[src/rtl/hwag_coil_sched_pkg.sv]
// hwag_pkg: shared angle-domain definitions for the hwag coil scheduler.
//   AW, ANGLE_MAX    : default angle width and last angle before wrap
//   angle_t          : engine angle type
//   angle_in_window  : wrap-aware test of whether target t lies in (last, cur]
package hwag_pkg;

  localparam int AW        = 13;
  localparam int ANGLE_MAX = 7679;

  typedef logic [AW-1:0] angle_t;

  // Angle moved from last to cur. Without a wrap the window is (last, cur].
  // Across a wrap it is (last, ANGLE_MAX] plus [0, cur]. No movement means
  // an empty window.
  function automatic logic angle_in_window(angle_t last, angle_t cur, angle_t t);
    logic hit;
    if (cur == last)     hit = 1'b0;
    else if (cur > last) hit = (t > last) && (t <= cur);
    else                 hit = (t > last) || (t <= cur);
    return hit;
  endfunction

endpackage

[src/rtl/hwag_coil_cfg_bank.sv]
// hwag_coil_cfg_bank: double-buffered set/reset angle storage.
//   clk, rst         : clock, synchronous active-low reset
//   cfg_we/addr/data : write into the shadow bank, addr = {channel, sel}
//   cfg_commit       : arm a shadow->active transfer
//   wrap             : angle wrap seen this cycle; performs an armed transfer
//   commit_pend      : transfer armed, not yet done
//   act_set, act_rst : active angles used by the scheduler
module hwag_coil_cfg_bank #(
  parameter int CH = 4,
  parameter int AW = 13
) (
  input  logic                       clk,
  input  logic                       rst,
  input  logic                       cfg_we,
  input  logic [$clog2(CH):0]        cfg_addr,
  input  logic [AW-1:0]              cfg_data,
  input  logic                       cfg_commit,
  input  logic                       wrap,
  output logic                       commit_pend,
  output logic [CH-1:0][AW-1:0]      act_set,
  output logic [CH-1:0][AW-1:0]      act_rst
);
  import hwag_pkg::*;

  localparam int CHW = $clog2(CH);

  logic [CH-1:0][AW-1:0] sh_set, sh_rst;
  logic [CHW-1:0]        wr_ch;

  assign wr_ch = cfg_addr[CHW:1];

  always_ff @(posedge clk) begin
    if (!rst) begin
      sh_set      <= '0;
      sh_rst      <= '0;
      act_set     <= '0;
      act_rst     <= '0;
      commit_pend <= 1'b0;
    end else begin
      if (cfg_we) begin
        if (cfg_addr[0]) sh_rst[wr_ch] <= cfg_data;
        else             sh_set[wr_ch] <= cfg_data;
      end
      // Both halves of every pair move on the same edge, and a write landing
      // on this edge is not part of the transfer (old shadow is copied).
      if (wrap && commit_pend) begin
        act_set <= sh_set;
        act_rst <= sh_rst;
      end
      // A commit arriving in a wrap cycle re-arms for the following wrap.
      if (cfg_commit) commit_pend <= 1'b1;
      else if (wrap)  commit_pend <= 1'b0;
    end
  end

endmodule

[src/rtl/hwag_coil_sched.sv]
// hwag_coil_sched: angle-domain ignition coil scheduler.
//   clk, rst        : clock, synchronous active-low reset
//   hwag_start      : angle valid; low forces coils off and resyncs tracking
//   angle           : engine angle 0..ANGLE_MAX, wraps to 0
//   ch_en           : per-channel enable (0 forces the coil off)
//   cfg_we/addr/data: shadow write, addr = {channel, sel(0=set,1=reset)}
//   cfg_commit      : shadow->active at the next wrap
//   commit_pend     : transfer outstanding
//   coil            : registered coil drive
//   overrun         : sticky, angle changed twice within one scan round
// One channel is evaluated per clock in round-robin order; each channel
// remembers the angle it last saw so events are detected as crossings.
module hwag_coil_sched #(
  parameter int CH        = 4,
  parameter int AW        = hwag_pkg::AW,
  parameter int ANGLE_MAX = hwag_pkg::ANGLE_MAX
) (
  input  logic                  clk,
  input  logic                  rst,
  input  logic                  hwag_start,
  input  logic [AW-1:0]         angle,
  input  logic [CH-1:0]         ch_en,
  input  logic                  cfg_we,
  input  logic [$clog2(CH):0]   cfg_addr,
  input  logic [AW-1:0]         cfg_data,
  input  logic                  cfg_commit,
  output logic                  commit_pend,
  output logic [CH-1:0]         coil,
  output logic                  overrun
);
  import hwag_pkg::*;

  localparam int              CHW    = $clog2(CH);
  localparam logic [AW-1:0]   AMAX   = ANGLE_MAX[AW-1:0];
  localparam logic [AW:0]     PERIOD = ANGLE_MAX[AW:0] + 1'b1;

  logic [CHW-1:0]        slot, chg_slot;
  logic [AW-1:0]         ang_q;
  logic [CH-1:0][AW-1:0] last, act_set, act_rst;
  logic                  track;
  logic                  wrap, chg;

  logic [AW-1:0]         cur_last, t_set, t_rst;
  logic                  hit_set, hit_rst, coil_eval;
  logic [AW:0]           d_set, d_rst;

  // Forward angular distance from 'from' to 'to', going through the wrap.
  function automatic logic [AW:0] fwd_dist(input logic [AW-1:0] from, input logic [AW-1:0] to);
    return (to > from) ? ({1'b0, to} - {1'b0, from})
                       : ({1'b0, to} + PERIOD - {1'b0, from});
  endfunction

  assign wrap = hwag_start && (angle < ang_q);
  assign chg  = hwag_start && (angle != ang_q);

  hwag_coil_cfg_bank #(.CH(CH), .AW(AW)) u_bank (
    .clk         (clk),
    .rst         (rst),
    .cfg_we      (cfg_we),
    .cfg_addr    (cfg_addr),
    .cfg_data    (cfg_data),
    .cfg_commit  (cfg_commit),
    .wrap        (wrap),
    .commit_pend (commit_pend),
    .act_set     (act_set),
    .act_rst     (act_rst)
  );

  assign cur_last = last[slot];
  assign t_set    = act_set[slot];
  assign t_rst    = act_rst[slot];

  // Targets beyond the wheel range are storable but can never be crossed.
  assign hit_set = (t_set <= AMAX) && angle_in_window(cur_last, angle, t_set);
  assign hit_rst = (t_rst <= AMAX) && angle_in_window(cur_last, angle, t_rst);
  assign d_set   = fwd_dist(cur_last, t_set);
  assign d_rst   = fwd_dist(cur_last, t_rst);

  // When both events fall in one window the later one decides the final
  // level; equal angles give equal distances and so resolve to off.
  always_comb begin
    coil_eval = coil[slot];
    if (hit_set && hit_rst) coil_eval = (d_set > d_rst);
    else if (hit_set)       coil_eval = 1'b1;
    else if (hit_rst)       coil_eval = 1'b0;
  end

  always_ff @(posedge clk) begin
    if (!rst) begin
      slot     <= '0;
      ang_q    <= '0;
      last     <= '0;
      coil     <= '0;
      overrun  <= 1'b0;
      track    <= 1'b0;
      chg_slot <= '0;
    end else begin
      slot  <= slot + 1'b1;
      ang_q <= angle;
      if (!hwag_start) begin
        // Resync every channel so re-start does not replay skipped angles.
        coil <= '0;
        last <= {CH{angle}};
      end else begin
        coil       <= coil & ch_en;
        coil[slot] <= coil_eval & ch_en[slot];
        last[slot] <= angle;
      end
      // A change arms tracking at the current slot; the round is complete
      // once the slot counter comes back to it. Another change before then
      // means some channel never saw the intermediate angle.
      if (chg) begin
        if (track && (slot != chg_slot)) overrun <= 1'b1;
        track    <= 1'b1;
        chg_slot <= slot;
      end else if (track && (slot == chg_slot)) begin
        track <= 1'b0;
      end
    end
  end

endmodule

[config.mk]
export PLATFORM = sky130hd
export DESIGN_NAME = hwag_coil_sched
export DESIGN_NICKNAME = d
export VERILOG_FILES = /design/src/rtl/hwag_coil_sched_pkg.sv /design/src/rtl/hwag_coil_cfg_bank.sv /design/src/rtl/hwag_coil_sched.sv
export SDC_FILE = /design/constraint.sdc
export NUM_CORES = 1
export LEC_CHECK = 0
export ABC_AREA = 1
export ABC_CLOCK_PERIOD_IN_PS = 10100
export BUFFER_PORTS_ARGS = -buffer_cell sky130_fd_sc_hd__buf_4
export CAP_MARGIN = 25
export CELL_PAD_IN_SITES_DETAIL_PLACEMENT = 1
export CELL_PAD_IN_SITES_GLOBAL_PLACEMENT = 1
export CORE_ASPECT_RATIO = 0.9
export CORE_UTILIZATION = 50
export DETAILED_ROUTE_END_ITERATION = 10
export PLACE_DENSITY_LB_ADDON = 0.1
export SLEW_MARGIN = 20
export SYNTH_ARGS = -nofsm -noshare
export SYNTH_HDL_FRONTEND = slang
export SYNTH_SLANG_ARGS = --single-unit
[constraint.sdc]
create_clock -name clk -period 10.1 [get_ports clk]
set_input_delay 2.02 -clock clk [delete_from_list [all_inputs] [get_ports clk]]
set_output_delay 2.02 -clock clk [all_outputs]
set_load 0.005 [all_outputs]
==> results.yml <==
global_route:
  grt.overflow.total: 0
  grt_max_degree: 176
  track_usage_pct: 31.24
  grt_pass1_wl_um: 79840
  antenna_found_initial: 0
  grt_pass1_vias: 14700
floorplan:
  die_w_um: 189.4
  fp-row-count: 61
  core_area_um2: 30990
  initial_core_util_pct: 51.00
  ios: 44
  chipHeight_um: 170.7
  fp.dieArea_um2: 32320
timing:
  final.setup.tns_ns: 0
  setup-violations-final: 0
  slew_headroom_pct: 31.01
  rsz0062_at_grt: "no"
  period_minus_slack_ns: 6.236
  slew_viol_final: 0
  fin_skew_ns: 0.03694
  hold_viol_final: 0
  fin_crit_sh_pct: 61.74
  clock.fmax_mhz: 160.4
  tightest_slew_ns: 1.033
drt:
  firstDrtPassIters: 4
  vias_per_cell: 5.587
  wire_per_inst_um: 19.33
  drtIter0Drc: 750
  route.detailed.drc: 0
  vias: 14600
  wirelength_um: 50520
  ant_nets: 0
synthesis:
  synth_edf_count: 0
  avgSynthCellArea_um2: 7.160
  synthCells: 2207
  syn_nets: 2390
  synth_top_area_share_pct: 35.98
  synth_seq_area_share_pct: 35.98
  ys_seq_elements: 284
  yosys.area.top_type: "dfxtp_1"
  synthTopCellsByArea: "dfxtp_1 (36%), ha_1 (9.9%), o21ai_0 (9.1%), a21oi_1 (8.4%), inv_1 (7.1%)"
  ys.flop_type: "dfxtp_1"
  synth_area_um2: 15800
  yosysWarnings: 0
  ys_types: 50
  synthArstFlopShare_pct: 0
pwr:
  p_leak_uw: 0.007599
  switchingPower_uw: 1413
  power_density_nw_per_um2: 216.4
  clkPwrFrac_pct: 30.3
  ir_drop_v: 0.0001369
  p_comb_share_pct: 37.2
  p_seq_share_pct: 32.5
  cellInternalPower_uw: 2323
  swShare_pct: 37.83
clock_tree:
  clk_pin_slew_ns: 0.06
  cts_resized: 0
  cts_max_path_buffers: 3
  clk_latency_ns: 0.59
  cts_tree: "yes"
  numCtsBuffers: 30
  h-tree-depth: 1
  cts_sinks: 284
  cts-root-buf: "clkbuf_16"
  postCtsSetupRepairBufs: 0
  cts_hold_buffers: 0
final_layout:
  syn_to_final_growth_pct: 9.264
  finalNetCount: 2365
  design_area_um2: 17270
  antenna_cells: 0
  drive_above_1_share_pct: 5.808
  final_cell_mix: "inv_1 (301), nand2_1 (301), o21ai_0 (288)"
  fin_cells: 2613
  fillers: 4019
setup_path:
  critPathMaxStageDelay_ns: 1.00
  path_depth: 29
  rr_startpoint: "slot[1]"
  crit_type: "flop to flop"
  path_buf_inv: 6
  r2r_setup_slack_ns: 3.86
  crit_path_frequent_cell: "nand2_1"
  r2r_end: "coil[3]"
  r2r_cells: 29
  arrival_ns: 6.73
  slowest_stage: "dfxtp_1"
  crit_start: "slot[1]"
  required_ns: 10.59
  crit_path_max_fanout: 50
  critPathLaunchType: "flop"
  path_delay_family: "simple AND/OR/NAND/NOR gates"
  cp-end-kind: "flop"
placed_design:
  portBuffers: 43
  dp_hpwl_um: 35350
  place_congestion: 0.9352
  dp_cells: 2558
  place_area_um2: 16220
status:
  status: "finished, final reports clean"
hold_path:
  min_to: "u_bank.act_rst[1]"
  holdCritStartpoint: "u_bank.act_rst[1]"
  worstHoldPathCells: 2
  hold_path.class: "flop to flop"
run:
  maxCapViolations: 0
flip-flops by register name (all words and copies together) (netlist names), 4 cells and up:
register and count:
u_bank.act_rst 52, last 52, u_bank.sh_set 52, u_bank.sh_rst 52
u_bank.act_set 52, coil 4, ang_q 13
worst max-delay path by stage:
stage          slack, ns       to
4_1_cts             3.93  coil[3]
6_report            3.86  coil[3]
5_1_grt             3.50  coil[2]
3_5_place_dp        3.95  coil[3]
3_3_place_gp        4.21  coil[2]
2_1_floorplan       5.58  coil[0]
kinds of logic after synthesis:
| kind of cell | share of synthesized area (%) |
|---|---|
| simple gates | 17.27 |
| compound gates | 21.82 |
| buf+inv | 10.49 |
| flops | 35.98 |
| fa+ha+maj | 12.43 |
| xor+xnor | 1.884 |
| mux | 0.1267 |
per-stage QoR:
step | power, uW | utilization (%) | setup slack (ns) | hold slack (ns)
6_report | 3736 | 55.72 | 3.864 | 0.4466
5_1_grt | 3959 | 55.72 | 3.499 | 0.4655
4_1_cts | 3742 | 55.62 | 3.935 | 0.4463
3_5_place_dp | 2607 | 52.34 | 3.945 | 0.4367
3_3_place_gp | 2556 | 52.31 | 4.210 | 0.4292
2_1_floorplan | 2213 | - | 5.578 | 0.4205
area by class of cell:
class | instances | area (um^2) | area share [%]
multi-input cells | 1505 | 8468 | 49.04
clock inverters | 6 | 108.9 | 0.6304
repair buffers | 52 | 417.9 | 2.420
clock buffers | 48 | 908.4 | 5.261
inverters | 309 | 1162 | 6.732
flip-flops and latches | 284 | 5689 | 32.95
well taps | 409 | 511.7 | 2.964
power groups by stage:
stage / clock network (uW) / logic (uW) / registers [uW]
4_1_cts: 1150 / 1380 / 1220
3_5_place_dp: 0 / 1370 / 1240
6_report: 1130 / 1390 / 1220
3_3_place_gp: 0 / 1320 / 1240
2_1_floorplan: 0 / 989 / 1220
5_1_grt: 1190 / 1550 / 1220
metal layers:
| layer | up-vias | wire [um] | global-route usage [%] |
|---|---|---|---|
| met5 | - | 0 | 0 |
| met4 | 0 | 1466 | 9.993 |
| met3 | 84 | 1580 | 2.749 |
| met2 | 264 | 24670 | 55.28 |
| met1 | 7117 | 22800 | 40.06 |
| li1 | 7135 | - | - |
worst min-delay path, cell delays in order (launching register included):
cell	delay (ns)
dfxtp_1	0.31
inv_1	0.05
a21oi_1	0.05
synth_stat cells (5+ instances only):
master / number
a21oi_1: 266
a21oi_2: 5
a32oi_1: 18
buf_2: 24
buf_4: 7
clkbuf_1: 70
dfxtp_1: 284
fa_1: 20
ha_1: 125
inv_1: 301
nand2_1: 301
nand3_1: 54
nand4_1: 7
nor2_1: 273
nor3_1: 12
o211ai_1: 7
o21ai_0: 288
o21ai_1: 38
or2_2: 6
xnor2_1: 10
xor2_1: 24
Power figures use the tool's default switching activity.
